File: config.mk
export PLATFORM = sky130hd
export DESIGN_NAME = threshold_monitor_4bit
export DESIGN_NICKNAME = d
export VERILOG_FILES = /design/src/rtl/monitor_pkg.sv /design/src/rtl/comparator_4bit.sv /design/src/rtl/threshold_monitor_4bit.sv
export SDC_FILE = /design/constraint.sdc
export NUM_CORES = 1
export LEC_CHECK = 0
export BUFFER_PORTS_ARGS = -buffer_cell sky130_fd_sc_hd__buf_2
export CELL_PAD_IN_SITES_DETAIL_PLACEMENT = 1
export CELL_PAD_IN_SITES_GLOBAL_PLACEMENT = 1
export CORE_MARGIN = 2
export CORE_UTILIZATION = 46
export DETAILED_ROUTE_END_ITERATION = 8
export PLACE_DENSITY_LB_ADDON = 0.1
export SYNTH_ARGS = -nofsm -noshare
export SYNTH_HDL_FRONTEND = slang
export SYNTH_SLANG_ARGS = --single-unit
File: constraint.sdc
create_clock -name clk -period 3.5 [get_ports clk]
set_clock_uncertainty 0.2 [all_clocks]
set_input_delay 0.525 -clock clk [delete_from_list [all_inputs] [get_ports clk]]
set_output_delay 0.525 -clock clk [all_outputs]
set_load 0.05 [all_outputs]
File: src/rtl/monitor_pkg.sv
// Shared types and constants for the threshold monitor and its comparator.
package monitor_pkg;

    localparam int DATA_W = 4;

    localparam logic [DATA_W-1:0] MAX_RST = 4'h0;
    localparam logic [DATA_W-1:0] MIN_RST = 4'hF;

    typedef enum logic [1:0] {
        ST_OK        = 2'd0,
        ST_ARMING    = 2'd1,
        ST_ALARM     = 2'd2,
        ST_DISARMING = 2'd3
    } monState_e;

endpackage

File: src/rtl/comparator_4bit.sv
// Unsigned 4-bit magnitude comparator; exactly one output is high at any time.
module comparator_4bit
    import monitor_pkg::*;
(
    input  logic [DATA_W-1:0] a,
    input  logic [DATA_W-1:0] b,
    output logic              a_gt_b,
    output logic              a_lt_b,
    output logic              a_eq_b
);

    assign a_gt_b = (a > b);
    assign a_lt_b = (a < b);
    assign a_eq_b = (a == b);

endmodule

File: src/rtl/threshold_monitor_4bit.sv
// Tracks max/min/count of a 4-bit sample stream and raises a debounced,
// hysteretic over-threshold alarm.
module threshold_monitor_4bit
    import monitor_pkg::*;
#(
    parameter int RUN_LEN = 3,
    parameter int CNT_W   = 8
) (
    input  logic              clk,
    input  logic              rst_n,
    input  logic              clear,
    input  logic              in_valid,
    input  logic [DATA_W-1:0] in_data,
    input  logic [DATA_W-1:0] threshold,
    output logic [DATA_W-1:0] max_val,
    output logic [DATA_W-1:0] min_val,
    output logic [CNT_W-1:0]  sample_cnt,
    output logic              last_gt,
    output logic              last_lt,
    output logic              last_eq,
    output logic              alarm,
    output logic              alarm_rise
);

    localparam logic [3:0]       RUN_TGT = 4'(RUN_LEN);
    localparam logic [CNT_W-1:0] CNT_MAX = '1;
    localparam logic [CNT_W-1:0] CNT_ONE = CNT_W'(1);

    logic cmpGt, cmpLt, cmpEq;

    comparator_4bit uCmp (
        .a      (in_data),
        .b      (threshold),
        .a_gt_b (cmpGt),
        .a_lt_b (cmpLt),
        .a_eq_b (cmpEq)
    );

    monState_e         state_q;
    logic [3:0]        runCnt_q;
    logic              alarm_q, alarmRise_q;

    logic [DATA_W-1:0] maxVal_q, maxVal_d;
    logic [DATA_W-1:0] minVal_q, minVal_d;
    logic [CNT_W-1:0]  sampleCnt_q, sampleCnt_d;
    logic              lastGt_q, lastGt_d;
    logic              lastLt_q, lastLt_d;
    logic              lastEq_q, lastEq_d;
    logic              seen_q, seen_d;

    // Run counter counts consecutive samples disagreeing with the current
    // alarm level; alarm and alarm_rise are decoded into flops alongside it.
    always_ff @(posedge clk or negedge rst_n) begin
        if (!rst_n) begin
            state_q     <= ST_OK;
            runCnt_q    <= 4'd0;
            alarm_q     <= 1'b0;
            alarmRise_q <= 1'b0;
        end else if (clear) begin
            state_q     <= ST_OK;
            runCnt_q    <= 4'd0;
            alarm_q     <= 1'b0;
            alarmRise_q <= 1'b0;
        end else begin
            alarmRise_q <= 1'b0;
            if (in_valid) begin
                unique case (state_q)
                    ST_OK: begin
                        if (!cmpGt) begin
                            runCnt_q <= 4'd0;
                        end else if (RUN_LEN == 1) begin
                            state_q     <= ST_ALARM;
                            runCnt_q    <= 4'd0;
                            alarm_q     <= 1'b1;
                            alarmRise_q <= 1'b1;
                        end else begin
                            state_q  <= ST_ARMING;
                            runCnt_q <= 4'd1;
                        end
                    end
                    ST_ARMING: begin
                        if (!cmpGt) begin
                            state_q  <= ST_OK;
                            runCnt_q <= 4'd0;
                        end else if (runCnt_q + 4'd1 == RUN_TGT) begin
                            state_q     <= ST_ALARM;
                            runCnt_q    <= 4'd0;
                            alarm_q     <= 1'b1;
                            alarmRise_q <= 1'b1;
                        end else begin
                            runCnt_q <= runCnt_q + 4'd1;
                        end
                    end
                    ST_ALARM: begin
                        if (cmpGt) begin
                            runCnt_q <= 4'd0;
                        end else if (RUN_LEN == 1) begin
                            state_q  <= ST_OK;
                            runCnt_q <= 4'd0;
                            alarm_q  <= 1'b0;
                        end else begin
                            state_q  <= ST_DISARMING;
                            runCnt_q <= 4'd1;
                        end
                    end
                    ST_DISARMING: begin
                        if (cmpGt) begin
                            state_q  <= ST_ALARM;
                            runCnt_q <= 4'd0;
                        end else if (runCnt_q + 4'd1 == RUN_TGT) begin
                            state_q  <= ST_OK;
                            runCnt_q <= 4'd0;
                            alarm_q  <= 1'b0;
                        end else begin
                            runCnt_q <= runCnt_q + 4'd1;
                        end
                    end
                    default: begin
                        state_q  <= ST_OK;
                        runCnt_q <= 4'd0;
                        alarm_q  <= 1'b0;
                    end
                endcase
            end
        end
    end

    // The first sample after reset/clear seeds both extremes.
    always_comb begin
        maxVal_d    = maxVal_q;
        minVal_d    = minVal_q;
        sampleCnt_d = sampleCnt_q;
        lastGt_d    = lastGt_q;
        lastLt_d    = lastLt_q;
        lastEq_d    = lastEq_q;
        seen_d      = seen_q;
        if (in_valid) begin
            lastGt_d = cmpGt;
            lastLt_d = cmpLt;
            lastEq_d = cmpEq;
            if (sampleCnt_q != CNT_MAX) begin
                sampleCnt_d = sampleCnt_q + CNT_ONE;
            end
            if (!seen_q) begin
                maxVal_d = in_data;
                minVal_d = in_data;
                seen_d   = 1'b1;
            end else begin
                if (in_data > maxVal_q) maxVal_d = in_data;
                if (in_data < minVal_q) minVal_d = in_data;
            end
        end
    end

    always_ff @(posedge clk or negedge rst_n) begin
        if (!rst_n) begin
            maxVal_q    <= MAX_RST;
            minVal_q    <= MIN_RST;
            sampleCnt_q <= '0;
            lastGt_q    <= 1'b0;
            lastLt_q    <= 1'b0;
            lastEq_q    <= 1'b0;
            seen_q      <= 1'b0;
        end else if (clear) begin
            maxVal_q    <= MAX_RST;
            minVal_q    <= MIN_RST;
            sampleCnt_q <= '0;
            lastGt_q    <= 1'b0;
            lastLt_q    <= 1'b0;
            lastEq_q    <= 1'b0;
            seen_q      <= 1'b0;
        end else begin
            maxVal_q    <= maxVal_d;
            minVal_q    <= minVal_d;
            sampleCnt_q <= sampleCnt_d;
            lastGt_q    <= lastGt_d;
            lastLt_q    <= lastLt_d;
            lastEq_q    <= lastEq_d;
            seen_q      <= seen_d;
        end
    end

    assign max_val    = maxVal_q;
    assign min_val    = minVal_q;
    assign sample_cnt = sampleCnt_q;
    assign last_gt    = lastGt_q;
    assign last_lt    = lastLt_q;
    assign last_eq    = lastEq_q;
    assign alarm      = alarm_q;
    assign alarm_rise = alarmRise_q;

endmodule
# Word level (Yosys, flattened, before mapping)
# Cells that the tools add are included.
[word_totals]
word_cells = 90
input_bits = 12
reg_bits = 28
out_inout_bits = 21
[classes]
eq_ne = 16
muxes = 48
add_sub_neg = 2
n_lt_le_gt_ge = 4
n_reduce_logical = 9
[op_table]
columns = ["operator", "count"]
rows = [
  ["4-bit 2-to-1 mux", 13],
  ["8-bit 2-to-1 mux", 3],
  ["1-bit 2-to-1 mux", 21],
  ["3-bit != test (second input constant)", 6],
  ["2-bit 2-to-1 mux", 8],
  ["4-bit case mux with 4 select lines", 1],
  ["8-bit by 1-bit adder with 8-bit output (second input constant)", 1],
  ["4-bit > comparator", 2],
  ["4-bit < comparator", 2],
  ["4-bit != test (second input constant)", 2],
  ["8-bit != test (second input constant)", 1],
  ["2-bit case mux with 4 select lines", 1],
  ["3-bit by 2-bit != test with 1-bit output (second input constant)", 2],
  ["2-bit AND reduction", 3],
  ["6-bit AND reduction", 1],
  ["5-bit AND reduction", 1],
  ["4-bit by 1-bit adder with 4-bit output (second input constant)", 1],
  ["2-bit equality test (second input constant)", 2],
  ["4-bit by 2-bit equality test with 1-bit output (second input constant)", 1],
  ["4-bit equality test", 1],
  ["2-bit nonzero test", 2],
  ["3-bit nonzero test", 1],
  ["2-bit by 1-bit equality test with 1-bit output (second input constant)", 1],
  ["2-bit zero test", 1],
  ["1-bit case mux with 2 select lines", 1],
]

# Longest topological paths before layout
# Gate-level depths: netlist (run 1).
[logic_depth]
ltp_word = 7
ltp_mapped = 7
mapped_depth_nobuf = 7

# Modules after synthesis
# A second synthesis (run 1) with hierarchy kept.
[unflattened]
cells_unflattened = 183
area_unflattened_um2 = 1769.2
[modules_own_cells]
columns = ["module", "n_inst", "area_per_inst_um2", "seq_area_each_um2", "cells_each"]
rows = [
  ["threshold_monitor_4bit", 1, 1640.3, 705.7, 167],
  ["comparator_4bit", 1, 128.9, 0.0, 16],
]

# Worst setup path before layout (run 1)
# No wires, ideal clock.
[synth_timing]
kind = "reg2reg"
start = "register maxVal_q[1] (netlist: max_val[1])"
end = "register maxVal_q[0] (netlist: max_val[0])"
slack_ns = 1.332
stages_incl_launch_ff = 8
n_path_buf = 0
required_time_ns = 3.220
setup_ns = 0.080
synth_period_minus_slack_ns = 2.168
arrival_ns = 1.888
cell_sequence = "dfrtp_1 inv_1 ha_1 nor2b_1 o21a_1 o21ai_0 a31oi_1 mux2i_1"
[synth_between]
elab_chain_cells = 3
[synth_lines]
columns = ["item", "line", "rtl"]
rows = [
  ["from (decl)", "threshold_monitor_4bit.sv:43", "logic [DATA_W-1:0] maxVal_q, maxVal_d;"],
  ["from (signal assigned)", "threshold_monitor_4bit.sv:173", "maxVal_q <= maxVal_d;"],
  ["4-bit > comparator", "threshold_monitor_4bit.sv:149", "if (in_data > maxVal_q) maxVal_d = in_data;"],
  ["3-bit by 2-bit != test with 1-bit output (no source line)", "n/a", ""],
  ["2-bit AND reduction (no source line)", "n/a", ""],
]
# Every way passes these cells.
# A chain may end at the register's enable or synchronous reset.

# Worst setup path after layout (run 1)
[layout_timing]
start = "input in_data[3]"
end = "register runCnt_q[2]"
[layout_between]
elab_chain_cells = 5
elab_cells_between_ends = 6
classes_between = "order compare: 1; mux: 5"
[layout_lines]
columns = ["item", "line", "rtl"]
rows = [
  ["from (decl)", "threshold_monitor_4bit.sv:13", "input logic [DATA_W-1:0] in_data,"],
  ["4-bit > comparator *", "comparator_4bit.sv:12", "assign a_gt_b = (a > b);"],
  ["4-bit 2-to-1 mux, on equally long branches", "threshold_monitor_4bit.sv:107, threshold_monitor_4bit.sv:82", ""],
  ["4-bit case mux with 4 select lines *", "threshold_monitor_4bit.sv:67", "unique case (state_q)"],
  ["4-bit 2-to-1 mux *", "threshold_monitor_4bit.sv:66", "if (in_valid) begin"],
  ["4-bit 2-to-1 mux *", "threshold_monitor_4bit.sv:59", "end else if (clear) begin"],
  ["to (signal assigned)", "threshold_monitor_4bit.sv:91", "runCnt_q <= runCnt_q + 4'd1;"],
  ["to (signal assigned)", "threshold_monitor_4bit.sv:115", "runCnt_q <= runCnt_q + 4'd1;"],
  ["to (decl)", "threshold_monitor_4bit.sv:40", "logic [3:0] runCnt_q;"],
]
# Mark *: on every way between the ends. The rest lies on a longest branch, timed or not. The select of a mux whose other input is x is not followed.

==> run_results.csv, run 1 <==
group,metric,value,unit
setup_path,cp-endpoint,"runCnt_q[2]",
pwr,power_frac_seq,47.9,%
cells_and_area,fill_cells,461,
clock_tree,cts_resized,0,
timing,rsz0062_at_grt,"false",
timing,hold_ws,0.05402,ns
setup_path,worstPathMaxFanout,6,
worst_hold_path,min_path_type,"in -> async",
detailed_routing,via_per_inst,5.584,
global_route,grt_pass1_vias,1642,
global_route,gr-max-usage-layer,"met2",
detailed_routing,wl_per_cell,16.23,microns
global_route,gr-usage-met3,3.716,%
floorplanning,rows,22,
synth,syn_nets,213,
synth,ys_seq_area_share,38.71,%
setup_path,ff2ff_path_depth,6,
timing,slew_headroom,56.86,%
setup_path,reg2reg_to,"min_val[0]",
clock_tree,cts_setup_buffers,0,
setup_path,r2r_start,"min_val[1]",
global_route,met1_usage,27.89,%
setup_path,r2r_slack,1.39,ns
setup_path,worstSetupPathType,"in -> reg",
cells_and_area,final_layout_size_suffix_gt1_share,21.92,%
global_route,grt_first_pass_wirelength,7.659,mm
pwr,p_per_area,362.8,mW/mm^2
pwr,clkPwrFrac,27.5,%
setup_path,worstPathCellList,"buf_2, ha_1, a21oi_1, nor2_1, a32oi_1, nand2_1, a221o_1",
detailed_routing,first_pass_iters,4,
detailed_routing,wl,4.334,mm
timing,drv_slew,0,
pwr,switching_share,33.40,%
synth,ys_top_cells_by_area,"dfrtp_1, ha_1, dfstp_2",
detailed_routing,drt.antenna.violating_nets,0,
synth,ys_types,46,
timing,setup_tns,0,ns
timing,setup_viol,0,
pwr,intPower,501.6,uW
timing,hold_viol_final,0,
detailed_routing,dr.first_iter.drc_count,46,
setup_path,cpPeakStageDelay,0.40,ns
pwr,p_leak,1.022,nW
synth,ys.flop_type,"dfrtp_1",
pwr,ir_drop,195.6,uV
pwr,p_comb_share,24.6,%
clock_tree,cts_tree,"done",
floorplanning,core_area,0.003744,sq mm
synth,yosysMostFrequentCell,"dfrtp_1",
status,status,"finished clean",
synth,synth_area_per_cell,9.749,sq um
global_route,antenna_found_initial,0,
setup_path,arrival,2.13,ns
timing,setup_slack,1.338,ns
cells_and_area,num_antenna_cells,0,
synth,synth_cells,187,
setup_path,worstSetupStartpoint,"in_data[3]",
floorplanning,io_pins,33,
global_route,overflow,0,
timing,period_minus_slack,2.162,ns
detailed_routing,vias,1491,
floorplanning,start_util,48.70,%
detailed_routing,drc,0,
global_route,grt_max_degree,29,
synth,synthTopCellsByCount,"dfrtp_1, nor2_1, nand2_1",
setup_path,cp-end-kind,"flip-flop",
synth,ys_async_sr_fraction,100.0,%
clock_tree,htreeDepth,1,
timing,finalCritPeriodShare,61.76,%
clock_tree,clk_pin_slew,0.10,ns
synth,synth_seq_cells,28,
clock_tree,hold_buffers,0,
job,maxCapViolations,0,
floorplanning,dieArea,0.004482,sq mm
pwr,switchingPower,251.5,uW
floorplanning,die_y,66.95,microns
synth,netlist_area,0.001823,sq mm
placement,port_buffers,32,
setup_path,slowest_stage,"a21oi_1",
floorplanning,fp.dieW,66.95,microns
clock_tree,ctsRootBufferMaster,"clkbuf_8",
cells_and_area,fin_nets,246,
setup_path,required,3.47,ns
clock_tree,cts_max_path_buffers,2,
synth,yosys.area.top_type,"dfrtp_1",
placement,hpwlAfterDp,3.261,mm
global_route,grt_use_total,22.72,%
clock_tree,insertion_delay,0.28,ns
cells_and_area,area_delta_synth_final,13.86,%
synth,synth_top_area_share,32.94,%
setup_path,cp-start-kind,"input port",
placement,routabilityCongestion,0.7861,
timing,fmaxAchievable,462.6,MHz
synth,synth_edf_count,0,
clock_tree,cts_inserted_buffers,3,
placement,place_ws,1.047,ns
global_route,met2_usage,39.75,%
synth,ys_warn_count,0,
clock_tree,clock-sinks,28,
timing,tightestPinTransition,0.6471,ns
==> how the worst min path moves through the flow <==
stage | startpoint | endpoint | slack, ns | cells after the start
5_1_grt | rst_n | max_val[2] | 0.09 | 1
4_1_cts | rst_n | max_val[2] | 0.08 | 1
6_report | rst_n | max_val[2] | 0.05 | 1
3_3_place_gp | last_gt | last_gt | 0.31 | 2
2_1_floorplan | rst_n | alarm | 0.03 | 0
3_5_place_dp | last_gt | last_gt | 0.32 | 2
==> worst max-delay path, delay by kind of cell <==
kind                     cells  cell delay, ns
AO/OA/AOI/OAI                3            0.91
adder cells (fa/ha/maj)      1            0.35
buffers and inverters        1            0.15
AND/OR/NAND/NOR              2            0.19
==> cell type report <==
type	count	area, sq um	share of cell area (%)
Multi-Input combinational cell	139	1035	49.85
Sequential cell	28	705.7	34.00
Timing Repair Buffer	32	160.2	7.716
Inverter	16	60.06	2.893
Tap cell	48	60.06	2.893
Clock buffer	4	55.05	2.652
==> power groups by stage <==
stage | clock network [mW] | logic, mW | registers, mW
finish | 0.207 | 0.185 | 0.361
global route | 0.227 | 0.204 | 0.364
CTS | 0.215 | 0.187 | 0.361
detailed placement | 0 | 0.185 | 0.367
global placement | 0 | 0.178 | 0.364
floorplan | 0 | 0.0860 | 0.410
==> stage by stage <==
step                      util, %  cells  area, sq um  power (mW)
after floorplan                 -    187         1823      0.4964
after global placement      53.98    263         2021      0.5421
after detailed placement    53.98    263         2021      0.5519
after CTS                   55.45    267         2076      0.7623
after global routing        55.45    267         2076      0.7953
final                       55.45    267         2076      0.7530
==> cell usage in the layout, fill, tap and decap left out, types with 2 or more instances in the layout <==
master	synthesis	routed
buf_2	0	32
nand3_1	6	6
dfrtp_1	24	24
nand2_1	17	17
nand2b_1	7	7
a221oi_1	4	4
a211oi_1	4	4
xor2_1	3	3
dfstp_2	4	4
and3_1	2	2
mux2i_1	9	9
ha_1	14	14
xnor2_1	4	4
a21oi_1	6	6
inv_1	16	16
a21o_1	2	2
nor3_1	2	2
o22ai_1	4	4
clkbuf_8	0	4
a22o_1	2	2
nor2b_1	4	4
o21ai_0	5	5
nor2_1	21	21
==> state kept, by name, indices dropped and copies added, names as in the netlist <==
signal and flops:
runCnt_q 4, alarm 1, last_eq 1, sample_cnt 8, max_val 4, seen_q 1
state_q 2, last_lt 1, alarm_rise 1, min_val 4, last_gt 1
==> cells by family after synthesis <==
kind of cell	count (synthesis)	share of synthesized area, %
DFF	28	38.71
AOI/OAI and AO/OA	42	19.29
and+or+nand+nor	67	19.56
buffers and inverters	20	4.530
adders and majority gates	14	9.609
xor gates and xnor gates	7	3.363
muxes	9	4.942
==> routing by layer <==
metal,share of wire (%),vias up
met5,0,-
met4,1.8,0
met3,3.8,9
met2,48,34
met1,46,718
li1,-,730
No activity file was read; power rests on OpenSTA's default activity.
==> inputs of run 2 (changes only) <==
- CORE_UTILIZATION: 46 -> 42
- clock period: 3.5 -> 2 ns (I/O delays scaled with it)
==> run_results.csv, run 2 (synthesis results as in run 1) <==
group,metric,value,unit
global_route,grt_use_total,21.51,%
global_route,antenna_found_initial,0,
pwr,p_leak,1.137,nW
timing,hold_viol_final,0,
clock_tree,cts_tree,"done",
detailed_routing,wl_per_cell,17.09,microns
floorplanning,fp.dieW,69.88,microns
detailed_routing,dr.first_iter.drc_count,58,
timing,slew_headroom,58.65,%
detailed_routing,drt.antenna.violating_nets,0,
clock_tree,clk_pin_slew,0.10,ns
floorplanning,core_area,0.004086,sq mm
cells_and_area,multiInputGateArea,0.001109,sq mm
clock_tree,cts_inserted_buffers,3,
setup_path,worstSetupPathType,"reg -> reg",
setup_path,arrival,1.93,ns
setup_path,r2r_slack,0.07,ns
global_route,grt_first_pass_wirelength,8.411,mm
global_route,grt_max_degree,29,
timing,period_minus_slack,1.930,ns
cells_and_area,finalNonFillerCells,290,
clock_tree,ctsRootBufferMaster,"clkbuf_8",
timing,drv_slew,0,
timing,hold_ws,0.04831,ns
cells_and_area,fin_nets,267,
global_route,overflow,0,
timing,fmaxAchievable,518.2,MHz
detailed_routing,vias,1615,
global_route,grt_pass1_vias,1739,
worst_hold_path,min_path_type,"in -> reg",
detailed_routing,via_per_inst,5.569,
clock_tree,clock-sinks,28,
pwr,ir_drop,304.5,uV
placement,hpwlAfterDp,3.749,mm
cells_and_area,final_cell_mix,"buf_2, nor2_1, dfrtp_1, buf_4, nand2_1",
cells_and_area,area_delta_synth_final,28.00,%
cells_and_area,largest_reg_flops,8,
floorplanning,die_y,69.88,microns
detailed_routing,first_pass_iters,4,
cells_and_area,fill_cells,471,
floorplanning,dieArea,0.004883,sq mm
setup_path,required,2.00,ns
placement,port_buffers,32,
cells_and_area,final_core_util,57.10,%
floorplanning,start_util,44.61,%
cells_and_area,num_antenna_cells,0,
status,status,"finished clean",
detailed_routing,drc,0,
timing,finalCritPeriodShare,96.48,%
detailed_routing,wl,4.955,mm
setup_path,cp-end-kind,"flip-flop",
setup_path,worstPathMaxFanout,5,
setup_path,cp-start-kind,"flip-flop",
cells_and_area,final_layout_size_suffix_gt1_share,35.00,%
cells_and_area,final_common_cell,"buf_2",
floorplanning,io_pins,33,
job,maxCapViolations,0,
cells_and_area,final-seq-area,710.7,sq um
clock_tree,insertion_delay,0.29,ns
placement,dpl.cell_count,284,
placement,routabilityCongestion,0.8341,
timing,setup_viol,0,
pwr,p_per_area,637.7,mW/mm^2
clock_tree,htreeDepth,1,
floorplanning,rows,23,
timing,tightestPinTransition,0.6203,ns
clock_tree,cts_max_path_buffers,2,
==> run 2: changes by cell type in the layout (fill, tap and decap cells not counted), moves of 2 or more <==
cell      change
a221oi_1      -4
a221oi_2      +3
buf_4        +20
dfrtp_1       -4
dfrtp_2       +4
ha_1          -2
==> run 2: worst paths after layout <==
path / from / cells after the start / end
min reg2reg: last_eq / 2 / last_eq
max reg2reg: min_val[1] / 6 / min_val[2]
max in group asynchronous: rst_n / 2 / sample_cnt[0]
max: min_val[1] / 6 / min_val[2]
min: clear / 2 / last_lt
min in group asynchronous: rst_n / 2 / max_val[0]
==> run 2: power breakdown <==
| group | leakage (nW) | switching (mW) | internal, mW |
|---|---|---|---|
| clock | 0.0357 | 0.192 | 0.269 |
| sequential | 0.363 | 0.0291 | 0.602 |
| combinational | 0.737 | 0.252 | 0.144 |
| total | 1.14 | 0.473 | 1.01 |
==> run 2: repair_timing <==
item | CTS | global route
gates resized for setup | 0 | 8
setup endpoints to repair | 2 | 11
hold buffers | 1 | 0
pin swaps | 0 | 2
buffers inserted | 1 | 0
hold endpoints to repair | 24 | 0
==> run 2: final cells by class <==
class,count,area share (%)
multi-input cells,139,47.51
flip-flops and latches,28,30.46
repair buffers,53,13.73
well taps,50,2.681
inverters,16,2.574
clock buffers,3,1.769
clock inverters,1,1.287
==> run 2: critical path, cell delays in order, from the launching register on <==
cell	delay, ns
dfstp_2	0.57
inv_2	0.05
ha_4	0.20
a21o_1	0.16
a21o_1	0.21
and2_4	0.19
a221oi_2	0.27
==> run 2: through the flow <==
stage	setup slack (ns)	total power [mW]	TNS, ns	cell area, sq um
after CTS	0.02748	1.494	0	2293
after global routing	-0.03545	1.567	-0.06442	2333
after floorplan	-0.02385	0.8831	-0.09506	1862
after global placement	-0.1070	0.9983	-0.1722	2205
final	0.07036	1.488	0	2333
after detailed placement	-0.1955	1.017	-0.4841	2205
==> run 2: layer usage <==
metal | vias to the layer above | routed length (microns) | track usage [%]
met5 | - | 0 | 0
met4 | 0 | 98 | 7.692
met3 | 9 | 145 | 3.608
met2 | 31 | 2473 | 35.45
met1 | 801 | 2237 | 28.47
li1 | 774 | - | -
==> inputs of run 3 (changes only) <==
- BUFFER_PORTS_ARGS: -buffer_cell sky130_fd_sc_hd__buf_2 -> -buffer_cell sky130_fd_sc_hd__buf_4
==> run_results.csv, run 3 (synthesis results as in run 1) <==
group,metric,value,unit
detailed_routing,first_pass_iters,4,
detailed_routing,dr.first_iter.drc_count,102,
timing,finalCritPeriodShare,99.21,%
floorplanning,start_util,44.61,%
setup_path,cp-start-kind,"flip-flop",
setup_path,worstPathCellList,"inv_2, ha_4, a21o_1, a21o_1, and2_4, a221oi_2",
placement,routabilityCongestion,0.8081,
cells_and_area,final_common_cell,"buf_4",
cells_and_area,fin_nets,267,
cells_and_area,area_delta_synth_final,31.23,%
floorplanning,io_pins,33,
cells_and_area,num_antenna_cells,0,
clock_tree,ctsRootBufferMaster,"clkbuf_8",
timing,setup_viol,0,
setup_path,cpPeakStageDelay,0.57,ns
timing,slew_headroom,71.51,%
clock_tree,insertion_delay,0.29,ns
setup_path,r2r_slack,0.02,ns
cells_and_area,finalNonFillerCells,290,
clock_tree,clk_pin_slew,0.10,ns
setup_path,required,1.99,ns
timing,fmaxAchievable,504.0,MHz
floorplanning,die_y,69.88,microns
clock_tree,cts_tree,"done",
detailed_routing,drc,0,
setup_path,worstSetupPathType,"reg -> reg",
cells_and_area,fill_cells,470,
setup_path,worstPathMaxFanout,5,
timing,drv_slew,0,
setup_path,cp.buffers_inverters,1,
status,status,"finished clean",
floorplanning,core_area,0.004086,sq mm
detailed_routing,wl,5.126,mm
cells_and_area,final-seq-area,710.7,sq um
setup_path,cpMostUsedCell,"a21o_1",
placement,port_buffers,32,
timing,hold_viol_final,0,
timing,hold_ws,0.09843,ns
floorplanning,fp.dieW,69.88,microns
global_route,grt_use_total,21.97,%
global_route,overflow,0,
setup_path,cp-end-kind,"flip-flop",
floorplanning,rows,23,
clock_tree,clock-sinks,28,
cells_and_area,multiInputGateArea,0.001101,sq mm
worst_hold_path,min_path_type,"in -> reg",
placement,hpwlAfterDp,3.795,mm
detailed_routing,vias,1618,
setup_path,crit_family,"compound AO/OA/AOI/OAI gates",
clock_tree,cts_inserted_buffers,3,
clock_tree,cts_max_path_buffers,2,
pwr,p_per_area,596.8,mW/mm^2
timing,period_minus_slack,1.984,ns
timing,setup_slack,0.01584,ns
cells_and_area,largest_reg_flops,8,
global_route,grt_max_degree,29,
setup_path,arrival,1.98,ns
cells_and_area,final_layout_size_suffix_gt1_share,33.75,%
cells_and_area,final_cell_mix,"buf_4, nor2_1, dfrtp_1",
detailed_routing,drt.antenna.violating_nets,0,
global_route,grt_pass1_vias,1771,
global_route,antenna_found_initial,0,
clock_tree,htreeDepth,1,
placement,place_ws,-0.2148,ns
detailed_routing,via_per_inst,5.579,
placement,dpl.cell_count,282,
timing,tightestPinTransition,0.4227,ns
pwr,p_leak,1.146,nW
detailed_routing,wl_per_cell,17.68,microns
floorplanning,dieArea,0.004883,sq mm
pwr,ir_drop,253.6,uV
job,maxCapViolations,0,
setup_path,slowest_stage,"dfstp_2",
global_route,grt_first_pass_wirelength,8.673,mm
-- run 3: power breakdown --
group | switching, mW | total [mW] | internal (mW)
registers | 0.0302 | 0.632 | 0.602
logic | 0.253 | 0.417 | 0.164
clock network | 0.202 | 0.379 | 0.177
-- run 3: what timing repair did --
action,4_1_cts,5_1_grt
endpoints found under the setup margin,0,9
buffers inserted,0,2
endpoints found under the hold margin,25,0
hold buffers,2,0
resized for setup,0,6
-- run 3: final timing paths --
kind	from	end	cells past startpoint
min in group asynchronous	rst_n	max_val[1]	2
hold / removal	in_data[1]	max_val[1]	3
setup reg to reg	min_val[1]	min_val[1]	6
max in group asynchronous	rst_n	min_val[1]	2
hold reg to reg	last_gt	last_gt	2
setup / recovery	min_val[1]	min_val[1]	6
-- run 3: metrics by stage --
stage	power (mW)	setup TNS, ns	instance area, sq um	util [%]
after CTS	1.414	0	2345	57.38
final	1.428	0	2392	58.54
after global routing	1.494	-0.05025	2392	58.54
after floorplan	0.8831	-0.09506	1862	-
after global placement	1.014	-0.1679	2270	55.54
after detailed placement	1.035	-0.6844	2270	55.54
-- run 3: metal layers --
metal / vias to the layer above / GRT usage [%] / part of all wire [%]
li1: 774 / - / -
met1: 807 / 29.13 / 46
met2: 28 / 36.93 / 49
met3: 9 / 3.319 / 3.1
met4: 0 / 6.838 / 1.9
met5: - / 0 / 0
-- run 3: worst reg2reg max path, cell delays in order, from the launching register on --
cell	delay (ns)
dfstp_2	0.57
inv_2	0.05
ha_4	0.20
a21o_1	0.15
a21o_1	0.20
and2_4	0.18
a221oi_2	0.34
-- run 3: area by class of cell --
class / count / share of cell area, %
multi-input combinational: 139 / 46.03
sequential: 28 / 29.71
timing repair buffer: 53 / 16.84
tap: 50 / 2.615
inverter: 16 / 2.510
clock buffer: 4 / 2.301
